**config.mk**
```make
export PLATFORM = sky130hd
export DESIGN_NAME = sw_scan_driver_flat
export DESIGN_NICKNAME = d
export VERILOG_FILES = /design/src/rtl/sw_scan_driver_if.sv /design/src/rtl/sw_scan_driver.sv /design/src/flat_wrapper.sv
export SDC_FILE = /design/constraint.sdc
export NUM_CORES = 1
export LEC_CHECK = 0
export BUFFER_PORTS_ARGS = -buffer_cell sky130_fd_sc_hd__buf_4
export CAP_MARGIN = 20
export CELL_PAD_IN_SITES_DETAIL_PLACEMENT = 1
export CELL_PAD_IN_SITES_GLOBAL_PLACEMENT = 1
export CORE_ASPECT_RATIO = 0.6
export CORE_MARGIN = 2
export CORE_UTILIZATION = 24
export DETAILED_ROUTE_END_ITERATION = 12
export PLACE_DENSITY_LB_ADDON = 0.2
export SETUP_SLACK_MARGIN = 0.2
export SLEW_MARGIN = 10
export SYNTH_ARGS = -nofsm -noshare
export SYNTH_HDL_FRONTEND = slang
export SYNTH_SLANG_ARGS = --single-unit
export TNS_END_PERCENT = 50
```
**constraint.sdc**
```tcl
create_clock -name CLK -period 2.9 [get_ports CLK]
set_input_delay 0.435 -clock CLK [delete_from_list [all_inputs] [get_ports CLK]]
set_output_delay 0.435 -clock CLK [all_outputs]
set_load 0.05 [all_outputs]
```
**src/rtl/sw_scan_driver_if.sv**
```systemverilog
// -----------------------------------------------------------------------------
// sw_scan_driver_if
// Purpose : bundles the switch input and the multiplexed 7-seg drive signals
//           between the board-level switch logic and sw_scan_driver.
// Signals :
//   SW    [12:0]  binary value to show, 0..8191 (driven by master)
//   posb  [3:0]   one-cold digit select, bit i low = digit i lit (driven by slave)
//   num   [3:0]   code to display, 0..9 = digit, 10 = blank (driven by slave)
//   dp            decimal point for the selected digit (driven by slave)
// Protocol: there is no valid/ready handshake. SW is sampled level-style on
//           every clock, and posb/num/dp are free-running registered outputs
//           that are always meaningful once reset is released.
// -----------------------------------------------------------------------------
interface sw_scan_driver_if;
    logic [12:0] SW;
    logic [3:0]  posb;
    logic [3:0]  num;
    logic        dp;

    // Switch side / board top.
    modport master (output SW, input posb, input num, input dp);
    // Display driver side.
    modport slave  (input SW, output posb, output num, output dp);
endinterface

```
**src/rtl/sw_scan_driver.sv**
```systemverilog
// -----------------------------------------------------------------------------
// sw_scan_driver
// Purpose : shows a 13-bit binary switch value as 4 decimal digits on a
//           multiplexed 7-seg display. A sequential shift-add-3 converter
//           (one bit per clock) feeds a digit bank with leading-zero blanking,
//           and a scan counter walks the digit select.
// Parameters:
//   SCAN_DIV  clocks each digit stays selected (>= 2)
//   DP_MASK   dp value per digit position, bit i = digit i (0 = ones)
// Ports:
//   CLK          system clock, all logic on posedge
//   RST_N        asynchronous active-low reset
//   bus          slave modport: SW in, posb/num/dp out
//   o_dbg_state  converter FSM state (0 IDLE, 1 SHIFT, 2 DONE)
// -----------------------------------------------------------------------------
module sw_scan_driver #(
    parameter int unsigned SCAN_DIV = 6,
    parameter logic [3:0]  DP_MASK  = 4'b0000
) (
    input  logic              CLK,
    input  logic              RST_N,
    sw_scan_driver_if.slave   bus,
    output logic [1:0]        o_dbg_state
);

    typedef enum logic [1:0] {
        ST_IDLE  = 2'd0,
        ST_SHIFT = 2'd1,
        ST_DONE  = 2'd2
    } state_t;

    localparam logic [3:0] BLANK = 4'd10;
    localparam int unsigned CW = (SCAN_DIV > 2) ? $clog2(SCAN_DIV) : 1;
    localparam logic [CW-1:0] CNT_LAST = CW'(SCAN_DIV - 1);

    state_t          r_state;
    state_t          w_next;

    logic [12:0]     r_last_sw;
    logic [12:0]     r_bin;
    logic [15:0]     r_bcd;
    logic [3:0]      r_bit_cnt;
    logic [3:0][3:0] r_bank;

    logic            w_sw_changed;
    logic            w_load;
    logic            w_shift;
    logic            w_write;
    logic [15:0]     w_bcd_adj;
    logic [3:0][3:0] w_bank_new;
    // Inputs are at most 8191, so the adjusted thousands nibble never reaches
    // 8 and its MSB is always shifted out as zero.
    logic            w_unused_msb;

    logic [CW-1:0]   r_scan_cnt;
    logic [1:0]      r_pos;
    logic [3:0]      r_posb;
    logic [3:0]      r_num;
    logic            r_dp;

    assign w_sw_changed = (bus.SW != r_last_sw);
    assign o_dbg_state  = r_state;
    assign w_unused_msb = w_bcd_adj[15];

    // ---------------- converter FSM: state register ----------------
    always_ff @(posedge CLK or negedge RST_N) begin
        if (!RST_N) begin
            r_state <= ST_IDLE;
        end else begin
            r_state <= w_next;
        end
    end

    // ---------------- converter FSM: next state ----------------
    always_comb begin
        w_next = r_state;
        case (r_state)
            ST_IDLE:  if (w_sw_changed) w_next = ST_SHIFT;
            // r_bit_cnt == 1 means this edge performs the 13th shift.
            ST_SHIFT: if (r_bit_cnt == 4'd1) w_next = ST_DONE;
            ST_DONE:  w_next = ST_IDLE;
            default:  w_next = ST_IDLE;
        endcase
    end

    // ---------------- converter FSM: outputs ----------------
    always_comb begin
        w_load  = 1'b0;
        w_shift = 1'b0;
        w_write = 1'b0;
        case (r_state)
            ST_IDLE:  w_load  = w_sw_changed;
            ST_SHIFT: w_shift = 1'b1;
            ST_DONE:  w_write = 1'b1;
            default:  ;
        endcase
    end

    // Add 3 to every BCD nibble >= 5 before the shift.
    always_comb begin
        w_bcd_adj = r_bcd;
        for (int i = 0; i < 4; i++) begin
            if (r_bcd[4*i +: 4] >= 4'd5) begin
                w_bcd_adj[4*i +: 4] = r_bcd[4*i +: 4] + 4'd3;
            end
        end
    end

    // Leading-zero blanking: a digit is blank when it and every digit above
    // it are zero. The ones digit always shows.
    always_comb begin
        w_bank_new[0] = r_bcd[3:0];
        w_bank_new[1] = (r_bcd[15:4]  == 12'd0) ? BLANK : r_bcd[7:4];
        w_bank_new[2] = (r_bcd[15:8]  == 8'd0)  ? BLANK : r_bcd[11:8];
        w_bank_new[3] = (r_bcd[15:12] == 4'd0)  ? BLANK : r_bcd[15:12];
    end

    // ---------------- converter datapath and digit bank ----------------
    always_ff @(posedge CLK or negedge RST_N) begin
        if (!RST_N) begin
            r_last_sw <= 13'd0;
            r_bin     <= 13'd0;
            r_bcd     <= 16'd0;
            r_bit_cnt <= 4'd0;
            r_bank    <= {BLANK, BLANK, BLANK, 4'd0};
        end else begin
            if (w_load) begin
                r_bin     <= bus.SW;
                r_last_sw <= bus.SW;
                r_bcd     <= 16'd0;
                r_bit_cnt <= 4'd13;
            end else if (w_shift) begin
                {r_bcd, r_bin} <= {w_bcd_adj[14:0], r_bin, 1'b0};
                r_bit_cnt      <= r_bit_cnt - 4'd1;
            end
            // All four digits land on one edge so the display never sees a
            // partially converted value.
            if (w_write) begin
                r_bank <= w_bank_new;
            end
        end
    end

    // ---------------- digit scan ----------------
    always_ff @(posedge CLK or negedge RST_N) begin
        if (!RST_N) begin
            r_scan_cnt <= '0;
            r_pos      <= 2'd0;
        end else if (r_scan_cnt == CNT_LAST) begin
            r_scan_cnt <= '0;
            r_pos      <= r_pos + 2'd1;
        end else begin
            r_scan_cnt <= r_scan_cnt + 1'b1;
        end
    end

    // Display outputs are registered together from pos so posb, num and dp
    // switch on the same edge, one clock after pos.
    always_ff @(posedge CLK or negedge RST_N) begin
        if (!RST_N) begin
            r_posb <= 4'b1111;
            r_num  <= BLANK;
            r_dp   <= 1'b0;
        end else begin
            r_posb <= ~(4'b0001 << r_pos);
            r_num  <= r_bank[r_pos];
            r_dp   <= DP_MASK[r_pos];
        end
    end

    assign bus.posb = r_posb;
    assign bus.num  = r_num;
    assign bus.dp   = r_dp;

endmodule
```
**src/flat_wrapper.sv**
```systemverilog
// flat-port wrapper written by rule: the top's interface ports become plain ports
module sw_scan_driver_flat 
#(
    parameter int unsigned SCAN_DIV = 6,
    parameter logic [3:0]  DP_MASK  = 4'b0000
)
  (CLK, RST_N, o_dbg_state, bus_SW, bus_posb, bus_num, bus_dp);
  sw_scan_driver_if bus_i ();
  input  logic CLK;
  input  logic RST_N;
  output logic [1:0] o_dbg_state;
  input wire logic [$bits(bus_i.SW)-1:0] bus_SW;
  output wire logic [$bits(bus_i.posb)-1:0] bus_posb;
  output wire logic [$bits(bus_i.num)-1:0] bus_num;
  output wire logic [$bits(bus_i.dp)-1:0] bus_dp;
  assign bus_i.SW = bus_SW;
  assign bus_posb = bus_i.posb;
  assign bus_num = bus_i.num;
  assign bus_dp = bus_i.dp;
  sw_scan_driver #(.SCAN_DIV(SCAN_DIV), .DP_MASK(DP_MASK)) u_core (.CLK(CLK), .RST_N(RST_N), .bus(bus_i), .o_dbg_state(o_dbg_state));
endmodule
```
; ---- Word level (Yosys, flattened, before mapping)
; Cells that the tools add are included.
[op_classes]
n_shift = 1
addsub = 7
n_reduce_logical = 6
n_lt_le_gt_ge = 5
bitwise = 1
eq_ne = 7
mux = 24
[ops]
columns = op, count
row1 = $mux 4, 9
row2 = $mux 16, 2
row3 = $mux 13, 2
row4 = $ge 4x3->1 const B, 4
row5 = $ne 13x13->1, 1
row6 = $add 4x2->4 const B, 3
row7 = $logic_not 12->1, 1
row8 = $bmux 4 s2, 1
row9 = $logic_not 8->1, 1
row10 = $mux 3, 2
row11 = $eq 4x1->1 const B, 1
row12 = $logic_not 4->1, 1
row13 = $mux 1, 4
row14 = $mux 2, 2
row15 = $ne 2x1->1 const B, 2
row16 = $not 4->4, 1
row17 = $pmux 2 s2, 1
row18 = $shl 1x2->4 const A, 1
row19 = $sub 4x1->4 const B, 1
row20 = $add 3x1->3 const B, 1
row21 = $add 3x2->3 const B, 1
row22 = $eq 3x3->1 const B, 1
row23 = $lt 2x3->1 const B, 1
row24 = $add 2x1->2 const B, 1
row25 = 6 further kinds, 6
[totals]
regBits = 78
input_bits = 15
word_cells = 65
output_inout_bits = 11

; ---- Depth between registers and ports, before layout
[depth]
ltp_word = 4
mapped_depth = 7
mapped_depth_nobuf = 7

; ---- Least setup slack after synthesis
; Ideal clock, no wire load.
[synth_path]
path_type = in2reg
startpoint = input bus_SW[0]
endpoint = register u_core.r_last_sw[10]
required_time_ps = 2773
t_arrival_ps = 1782
path_buffers = 2
slack_ps = 990
stages = 7
setup_ps = 127
cell_sequence = xnor2_1 > nand4_1 > nor4_4 > or2_1 > buf_4 > buf_6 > mux2_1
[synth_via]
elab_chain_len = 2
[synth_lines]
columns = item, line_no
row1 = from (decl), flat_wrapper.sv:12  ; input wire logic [$bits(bus_i.SW)-1:0] bus_SW;
row2 = $ne 13x13->1, sw_scan_driver.sv:61  ; assign w_sw_changed = (bus.SW != r_last_sw);
row3 = $mux 1, sw_scan_driver.sv:91  ; case (r_state)
row4 = to (signal assigned), sw_scan_driver.sv:129  ; r_last_sw <= bus.SW;
row5 = to (decl), sw_scan_driver.sv:39  ; logic [12:0] r_last_sw;
; No other way between the ends.
; A chain may end at the register's enable or synchronous reset.

; ---- Worst setup path after layout
[layout_path]
startpoint = register u_core.r_last_sw[2]
endpoint = register u_core.r_last_sw[1]
[layout_via]
elab_chain_len = 2
[layout_lines]
columns = item, line_no
row1 = $ne 13x13->1, sw_scan_driver.sv:61
row2 = $mux 1, sw_scan_driver.sv:91
; No other way between the ends.

==> results.json <==
{
  "status": "completed",
  "power.leakage_uw": 0.00190,
  "synth.ff_latch_count": 77,
  "post-route-util": 0.297,
  "synth-async-reset-ratio": 1.00,
  "synth_seq_area_share": 0.532,
  "worstMarginPinSlew_ns": 0.644,
  "fp.coreArea_mm2": 0.0147,
  "global_route.usage.total": 0.118,
  "clock-skew-final_ns": 0.0106,
  "max_clock_freq_ghz": 0.432,
  "syn_area_per_cell_um2": 10.9,
  "timing.final.crit_period_ns": 2.32,
  "worst_skew_pair.late_latency_ns": 0.34,
  "worst-setup-path-type": "reg -> reg",
  "synth_warnings": 0,
  "dr_total_vias": 2500,
  "finalPower_uw": 4580,
  "synth.net_count": 364,
  "post_synth_instance_area_mm2": 0.00365,
  "grt_setup_unrepaired": "no",
  "hpwl_um": 6000,
  "worst_ir_drop_vdd_mv": 0.308,
  "postCtsSetupBuffers": 0,
  "finalSetupViolations": 0,
  "antenna_diode_count": 0,
  "drt_iter0_markers": 66,
  "synth_area_leader_cell": "sky130_fd_sc_hd__dfrtp_1",
  "detailedRoute.firstPassIterationCount": 4,
  "critPathArrivalTime_ns": 2.54,
  "fin_ws_ns": 0.584,
  "wire_per_inst_um": 15.1,
  "multi_input_area_mm2": 0.00150,
  "fp.dieH_um": 99.5,
  "dpl_worst_slack_ns": 0.477,
  "num-fill-cells": 1654,
  "finalHoldViolations": 0,
  "port-buffer-count": 24,
  "grt_first_pass_wirelength_um": 14700,
  "synth_common_cells": "sky130_fd_sc_hd__dfrtp_1 (65), sky130_fd_sc_hd__nand2_1 (36), sky130_fd_sc_hd__inv_1 (34), sky130_fd_sc_hd__a21oi_1 (26)",
  "cts_tree": "yes",
  "pin_count_of_the_biggest_net_entering_global_routing": 78,
  "drc_errors": 0,
  "drt-total-wl_um": 8550,
  "numClockSinks": 77,
  "final_layout_size_suffix_gt1_frac": 0.190,
  "clk_pin_slew_worst_paths_ns": 0.07,
  "synth_flop_cell": "sky130_fd_sc_hd__dfrtp_1",
  "die_area_mm2": 0.0162,
  "cp_data_required_time_ns": 3.13,
  "first_global_vias": 2714,
  "ctsHtreeMaxLevel": 3,
  "final_nets": 393,
  "core.rowCount": 34,
  "synth_edf_count": 0,
  "layout.area.seq_mm2": 0.00194,
  "post_dp_cell_area_mm2": 0.00405,
  "tns_ns": 0,
  "post-synth-top-count-cell": "sky130_fd_sc_hd__dfrtp_1",
  "final_max_slew_viol_count": 0,
  "io-pin-count": 26,
  "starting_density": 0.249,
  "finalCritPeriodShare": 0.798,
  "ctsLongestPathBuffers": 2,
  "max_cap_viol_count": 0,
  "globalRouteOverflowTotal": 0,
  "instance_count_of_the_mapped_netlist": 335,
  "die_x_um": 163,
  "gpl.final_weighted_congestion": 0.731,
  "timing.critical_path.fanout_max": 13,
  "initial_antenna_violation_count": 0,
  "synth_area_leaders": "sky130_fd_sc_hd__dfrtp_1 (45%), sky130_fd_sc_hd__dfstp_2 (8.6%), sky130_fd_sc_hd__ha_1 (4.8%)",
  "synth_cell_type_count": 39,
  "final_cell_area_mm2": 0.00436,
  "cts-buffers-inserted": 9,
  "route.detailed.vias_per_inst": 4.41,
  "pwr_density_cell_mw_per_mm2": 1050,
  "ant_nets": 0,
  "cts-root-buf": "sky130_fd_sc_hd__clkbuf_16",
  "synth_top_area_frac": 0.446,
  "crit_path_capture_type": "flop",
  "rrSetupSlack_ns": 0.58,
  "start_kind": "flop",
  "area_growth_syn_to_layout_pct": 19.5,
  "worst_hold_check_path_type": "in -> reg",
  "post_cts_resize_count": 0,
  "timing.slew.headroom": 0.570
}
cells by family after synthesis:
kind of cell | synth area share
buffers and inverters | 0.0576
XOR/XNOR | 0.0432
AO/OA/AOI/OAI | 0.152
multiplexers | 0.0676
adder cells (fa/ha/maj) | 0.0480
AND/OR/NAND/NOR | 0.0988
other | 0.00103
flip-flops | 0.532
what timing repair did:
action,4_1_cts,5_1_grt
setup endpoints to repair,0,0
hold endpoints to repair,0,16
hold buffers,0,1
power breakdown:
part	leakage (uW)	total [uW]	switching, uW	internal (uW)
registers	0.000924	1930	373	1560
logic	0.000840	1620	900	716
clock network	0.000136	1030	455	580
per-layer routing:
layer  share of wire  up-vias  track usage
met5               0        -            0
met4           0.014        0       0.0402
met3           0.034       10       0.0334
met2            0.40       28        0.160
met1            0.55     1247        0.176
li1                -     1215            -
registers in the layout, summed over array words and instances, names as in the netlist:
name                flops
u_core.bus.posb         4
u_core.r_scan_cnt       3
u_core.r_pos            2
u_core.r_last_sw       13
u_core.r_bcd           16
u_core.bus.num          4
u_core.o_dbg_state      2
u_core.r_bin           13
u_core.r_bit_cnt        4
u_core.r_bank          16
layout make-up:
class,instances,share of cell area
clock buffers,10,0.0525
clock inverters,6,0.00947
inverters,34,0.0293
multi-input cells,208,0.343
flip-flops and latches,77,0.445
well taps,198,0.0568
repair buffers,34,0.0637
cell usage in the layout, fill, tap and decap left out, drive strengths merged, types with 5 or more instances in the layout:
| master | synthesis | final |
|---|---|---|
| a21oi | 26 | 26 |
| buf | 7 | 33 |
| clkbuf | 9 | 10 |
| clkinv | 0 | 6 |
| dfrtp | 65 | 65 |
| dfstp | 12 | 12 |
| ha | 14 | 14 |
| inv | 34 | 34 |
| mux2 | 13 | 13 |
| nand2 | 36 | 36 |
| nand2b | 5 | 5 |
| nor2 | 13 | 13 |
| o21ai | 18 | 18 |
| o2bb2ai | 13 | 13 |
| o32ai | 12 | 12 |
| xnor2 | 18 | 18 |
stage by stage:
| stage | std cells | hold slack [ns] |
|---|---|---|
| after floorplan | 335 | 0.139 |
| after global placement | 549 | 0.454 |
| after detailed placement | 549 | 0.462 |
| after CTS | 565 | 0.313 |
| after global routing | 567 | 0.335 |
| final | 567 | 0.344 |
path summary, 6_finish.rpt:
| check | startpoint | to | cells past startpoint |
|---|---|---|---|
| setup / recovery | u_core.r_last_sw[2] | u_core.r_last_sw[1] | 6 |
| hold / removal | bus_SW[8] | u_core.r_last_sw[8] | 2 |
| setup reg to reg | u_core.r_last_sw[2] | u_core.r_last_sw[1] | 6 |
| hold reg to reg | u_core.r_bank[11] | u_core.r_bank[11] | 2 |
| max in group asynchronous | RST_N | u_core.bus.num[1] | 3 |
| min in group asynchronous | RST_N | u_core.r_bin[1] | 2 |
critical path: stages (launching register included):
cell	delay [ns]
sky130_fd_sc_hd__dfrtp_1	0.39
sky130_fd_sc_hd__xnor2_1	0.35
sky130_fd_sc_hd__nand4_1	0.20
sky130_fd_sc_hd__nor4_4	0.46
sky130_fd_sc_hd__or2_1	0.20
sky130_fd_sc_hd__buf_4	0.23
sky130_fd_sc_hd__mux2_2	0.36
No activity file was read; power rests on OpenSTA's default activity.
